==> src/rtl/modmul_arbiter.sv <==
// Round-robin front end for one shared fixed-latency modular multiplier.
// A requester tag travels alongside each product so the result returns to its issuer.
module modmul_arbiter #(
    parameter int data_width  = 14,
    parameter int num_req     = 4,
    parameter int mul_latency = 4,
    parameter int id_width    = $clog2(num_req)
) (
    input  logic                          clk,
    input  logic                          rst,
    input  logic [num_req-1:0]            req_valid,
    input  logic [num_req*data_width-1:0] req_a,
    input  logic [num_req*data_width-1:0] req_b,
    output logic [num_req-1:0]            req_ready,
    input  logic                          hold,
    output logic [data_width-1:0]         mul_a,
    output logic [data_width-1:0]         mul_b,
    input  logic [data_width-1:0]         mul_p,
    output logic [num_req-1:0]            resp_valid,
    output logic [data_width-1:0]         resp_data,
    output logic [2:0]                    inflight
);

    typedef struct packed {
        logic                valid;
        logic [id_width-1:0] id;
    } tag_t;

    logic                grant_any;
    logic [id_width-1:0] grant_id;
    logic [id_width-1:0] scan_id;
    logic [id_width-1:0] ptr_q, ptr_d;
    logic [2:0]          inflight_q, inflight_d;
    logic                resp_fire;
    tag_t                tag_q [mul_latency];

    // Search upward from ptr with wrap; the first valid requester wins.
    always_comb begin
        // NOTE: every variable gets a default before any branch, so no latch is inferred.
        grant_any = 1'b0;
        grant_id  = '0;
        scan_id   = '0;
        for (int i = 0; i < num_req; i++) begin
            scan_id = id_width'((int'(ptr_q) + i) % num_req);
            if (!grant_any && req_valid[scan_id]) begin
                grant_any = 1'b1;
                grant_id  = scan_id;
            end
        end
        if (hold || rst) begin
            grant_any = 1'b0;
        end
    end

    always_comb begin
        req_ready = '0;
        mul_a     = '0;
        mul_b     = '0;
        if (grant_any) begin
            req_ready[grant_id] = 1'b1;
            mul_a = req_a[grant_id*data_width +: data_width];
            mul_b = req_b[grant_id*data_width +: data_width];
        end
    end

    always_comb begin
        ptr_d = ptr_q;
        if (grant_any) begin
            ptr_d = (grant_id == id_width'(num_req - 1)) ? '0 : grant_id + 1'b1;
        end
    end

    assign resp_fire = tag_q[mul_latency-1].valid;

    always_comb begin
        inflight_d = inflight_q;
        if (grant_any && !resp_fire) begin
            inflight_d = inflight_q + 3'd1;
        end else if (!grant_any && resp_fire) begin
            inflight_d = inflight_q - 3'd1;
        end
    end

    // NOTE: sequential state uses non-blocking assignments so the tag shift reads last cycle's values.
    always_ff @(posedge clk or posedge rst) begin
        if (rst) begin
            ptr_q      <= '0;
            inflight_q <= '0;
            // NOTE: every tag stage is cleared so a reset mid-flight never releases a stale strobe.
            for (int k = 0; k < mul_latency; k++) begin
                tag_q[k] <= '0;
            end
        end else begin
            ptr_q      <= ptr_d;
            inflight_q <= inflight_d;
            tag_q[0]   <= '{valid: grant_any, id: grant_id};
            for (int k = 1; k < mul_latency; k++) begin
                tag_q[k] <= tag_q[k-1];
            end
        end
    end

    // The last tag stage lines up with mul_p; both come straight from flops.
    always_comb begin
        resp_valid = '0;
        resp_data  = '0;
        if (tag_q[mul_latency-1].valid) begin
            resp_valid[tag_q[mul_latency-1].id] = 1'b1;
            resp_data = mul_p;
        end
    end

    assign inflight = inflight_q;

endmodule

==> config.mk <==
export PLATFORM = sky130hd
export DESIGN_NAME = modmul_arbiter
export DESIGN_NICKNAME = d
export VERILOG_FILES = /design/src/rtl/modmul_arbiter.sv
export SDC_FILE = /design/constraint.sdc
export NUM_CORES = 1
export LEC_CHECK = 0
export ABC_AREA = 1
export CAP_MARGIN = 20
export CORE_MARGIN = 4
export CORE_UTILIZATION = 32
export DETAILED_ROUTE_END_ITERATION = 10
export HOLD_SLACK_MARGIN = 0.15
export PLACE_DENSITY_LB_ADDON = 0.15
export SLEW_MARGIN = 5
export SYNTH_ARGS = -nofsm -noshare
export SYNTH_HDL_FRONTEND = slang
export SYNTH_SLANG_ARGS = --single-unit
==> constraint.sdc <==
create_clock -name clk -period 2.5 [get_ports clk]
set_input_delay 0.5 -clock clk [delete_from_list [all_inputs] [get_ports clk]]
set_output_delay 0.5 -clock clk [all_outputs]
set_load 0.01 [all_outputs]
==> metrics.md <==
| Metric | Value |
|---|---|
| Top post-synthesis cells by area | `nand2_1, nand3_1, dfrtp_1, inv_1, nand2_2` |
| Nets | `806` |
| Simple-gate area share of the yosys netlist | `0.4869` |
| # diodes | `0` |
| # DRC | `0` |
| DRT iter0 DRCs | `129` |
| CTS tree | `built` |
| First-pass GRT wire length | `17.02 mm` |
| DR pass1 iterations | `4` |
| Startpoint types | `flop` |
| Number of global-route vias before repair | `3598` |
| Worst VDD drop | `1.067 mV` |
| Status | `finished with violations` |
| Multiplexer share of the synthesized area | `0.004373` |
| Later-pin clock latency in the skew report | `0.25 ns` |
| Area of the mapped netlist | `2575 um^2` |
| Main combinational cell family by area after synthesis | `simple AND/OR/NAND/NOR gates` |
| FMAX | `359.8 MHz` |
| Worst-path fanout max | `8` |
| Adder-cell share of the synthesized area | `0.03207` |
| Die X-Extent | `around 98 um` |
| EDFF count, synth | `0` |
| Pre-CTS setup slack | `-0.8493 ns` |
| Crit Path Category | `flop to output pin` |
| Final Max Tran Viols | `0` |
| Initial antenna violation count | `0` |
| Total Routing Usage GR | `0.2136` |
| R2R Path Start | `ptr_q[0]` |
| Async SR Flop Fraction | `1.000` |
| Hold Crit Start | `tag_q[7]` |
| Grt ovf | `0` |
| Finish-stage setup viols | `34` |
| CTS Root Cell | `clkbuf_8` |
| Crit path DAT | `2.28 ns` |
| Cts bufs inserted | `3` |
| Syn nets | `595` |
| Worst slew pin tran | `0.2247 ns` |
| Yosys top cell by area | `nand2_1` |
| Hold_ws | `around 0.35 ns` |
| Fillers | `679` |
| Largest net degree at the start of global routing | `27` |
| Post-synth top cells | `nand2_1, nand3_1, inv_1` |
| DP Wirelength | `7.710 mm` |
| DIE AREA | `9546 um^2` |
| Period minus WS final | `2.779 ns` |
| Share of cells above drive strength 1 | `0.3258` |
| Hold path depth | `0` |
| Gpl congestion | `between 0.8 and 0.9` |
| Post-DR vias/cell | `4.766` |
| Cell count after synthesis | `456` |
| Drt total wl | `between 10 and 15 mm` |
| Most used flip-flop cell after synthesis | `dfrtp_1` |
| Failing checks | `negative setup slack` |
| Reg-to-Reg End | `inflight[1]` |
| Via count | `3660` |
| Synth Area per Inst | `around 5.6 um^2` |
| Core ar. | `7767 um^2` |
| Leakage | `~0.0028 uW` |
| PortBufs | `185` |
| # rows | `32` |
| Reg clk slew, reported paths | `0.06 ns` |
| Top-area cell type share of the netlist area | `0.2172` |
| Syn. warnings | `0` |
| P&R area growth vs syn | `109.0%` |
| Sequential share of the synthesized area | `0.1652` |
| Max Cap Viol | `0` |
| Antenna viol nets, final | `0` |
| Final Skew | `0.0006851 ns` |
| Starting Density | `0.3315` |
| Min-delay worst type | `flop to flop` |
| Power per Cell Area | `1522 nW/um^2` |
| Final hold viol count | `0` |
| Most frequent cell after synthesis | `nand2_1` |
| Post-synthesis compound-gate area fraction | `0.08066` |
| Max clock buf depth | `2` |
| Depth of the CTS H-tree | `1` |
| Crit end category | `output pin` |
| Slew headroom | `0.8492` |
| I/O pin cnt | `186` |
| RSZ-0062 raised after global routing | `true` |
| Unique masters post-synth | `26` |
| Worst setup margin | `-0.2795 ns` |
| FF+latch count, synth | `17` |
| Post-Synth XOR/XNOR Area | `0.006803` |
| WL/cell | `between 10 and 15 um` |
| Reg2reg path depth | `15` |
| Critical path required time | `2.00 ns` |
| Die height | `~98 um` |
| Reg-to-reg slack, setup | `-0.11 ns` |
| Total clock sinks | `17` |
| Hold Crit Endpoint | `tag_q[4]` |
| Fin crit share | `1.112` |
[critical path, cell delays in order, from the launching register on]
cell and delay (ns):
dfrtp_2 0.46, clkinvlp_4 0.19, nand2_4 0.13, nand3_4 0.07, nand2_2 0.11, nand2_4 0.09, nand2_4 0.09, nand2_4 0.07
nand2_8 0.14, buf_6 0.15, buf_6 0.09, nand3_2 0.04, nand2_1 0.08, nand2_2 0.05, a21oi_2 0.12, buf_2 0.15
[final cells by class]
cell class                 instances  area, um^2  area share
clock inverter                     1       5.005   0.0009300
timing repair inverter             1       7.507    0.001395
timing repair buffer             235        2342      0.4352
multi-input combinational        317        2057      0.3822
clock buffer                       3       41.29    0.007673
tap                              102       127.6     0.02372
sequential                        17       427.9     0.07952
inverter                          92       372.9     0.06929
[kinds of logic (layout without fill, tap and decap cells)]
group                      Yosys count  after routing
and+or+nand+nor                    274            274
buffers and inverters              122            332
AOI/OAI and AO/OA                   34             34
DFF                                 17             17
adders and majority gates            6              6
xor gates and xnor gates             2              2
muxes                                1              1
[per-layer routing]
| metal | up-vias | track usage | wire length, um |
|---|---|---|---|
| li1 | 1818 | - | - |
| met1 | 1682 | 0.2287 | 4173 |
| met2 | 146 | 0.4259 | 6060 |
| met3 | 14 | 0.05169 | 836 |
| met4 | 0 | 0.03195 | 140 |
| met5 | - | 0 | 0 |
[cell usage in the layout, fill, tap and decap left out, drive strengths merged]
cell type	count
clkbuf	5
clkinv	2
a21oi	29
nand3	95
nand2	169
dlygate4sd2	4
ha	5
nand4	1
clkinvlp	1
dfrtp	17
inv	91
o21ai	5
nor3	4
buf	80
nor2	5
clkdlybuf4s50	149
fa	1
mux2	1
xnor2	2
[repair_timing]
item,CTS,global route
gates cloned,6,2
endpoints found under the setup margin,34,34
resized for setup,197,86
pin swaps,16,42
hold buffers,0,0
buffers inserted,9,9
[per-stage QoR]
stage	area [um^2]	total power [uW]	setup TNS [ns]	std cells	util
floorplan	2575	4139	0	456	-
global placement	4653	5855	-24.10	740	0.5991
detailed placement	4653	5927	-25.55	740	0.5991
CTS	4941	7150	-6.496	759	0.6361
global route	5381	8871	-11.50	768	0.6928
finish	5381	8189	-7.391	768	0.6928
[how the worst max path moves through the flow]
stage / start / end / slack [ns] / cells past startpoint
final: ptr_q[0] / mul_b[9] / -0.28 / 15
after global routing: ptr_q[0] / mul_b[9] / -0.41 / 15
after CTS: ptr_q[0] / req_ready[3] / -0.34 / 16
after detailed placement: req_valid[1] / req_ready[1] / -0.85 / 14
after global placement: req_valid[3] / mul_b[8] / -0.77 / 15
after floorplan: req_valid[3] / inflight[1] / 0.11 / 13
[power breakdown]
part           total (uW)  switching (uW)  internal [uW]
Sequential            491            93.3            398
Clock                 202            91.1            110
Combinational        7500            4050           3440
[flip-flops by register name (all words and copies together), names as in the netlist]
register,count
ptr_q,2
tag_q,11
resp_fire,1
inflight,3
(Power assumes the default switching activity.)
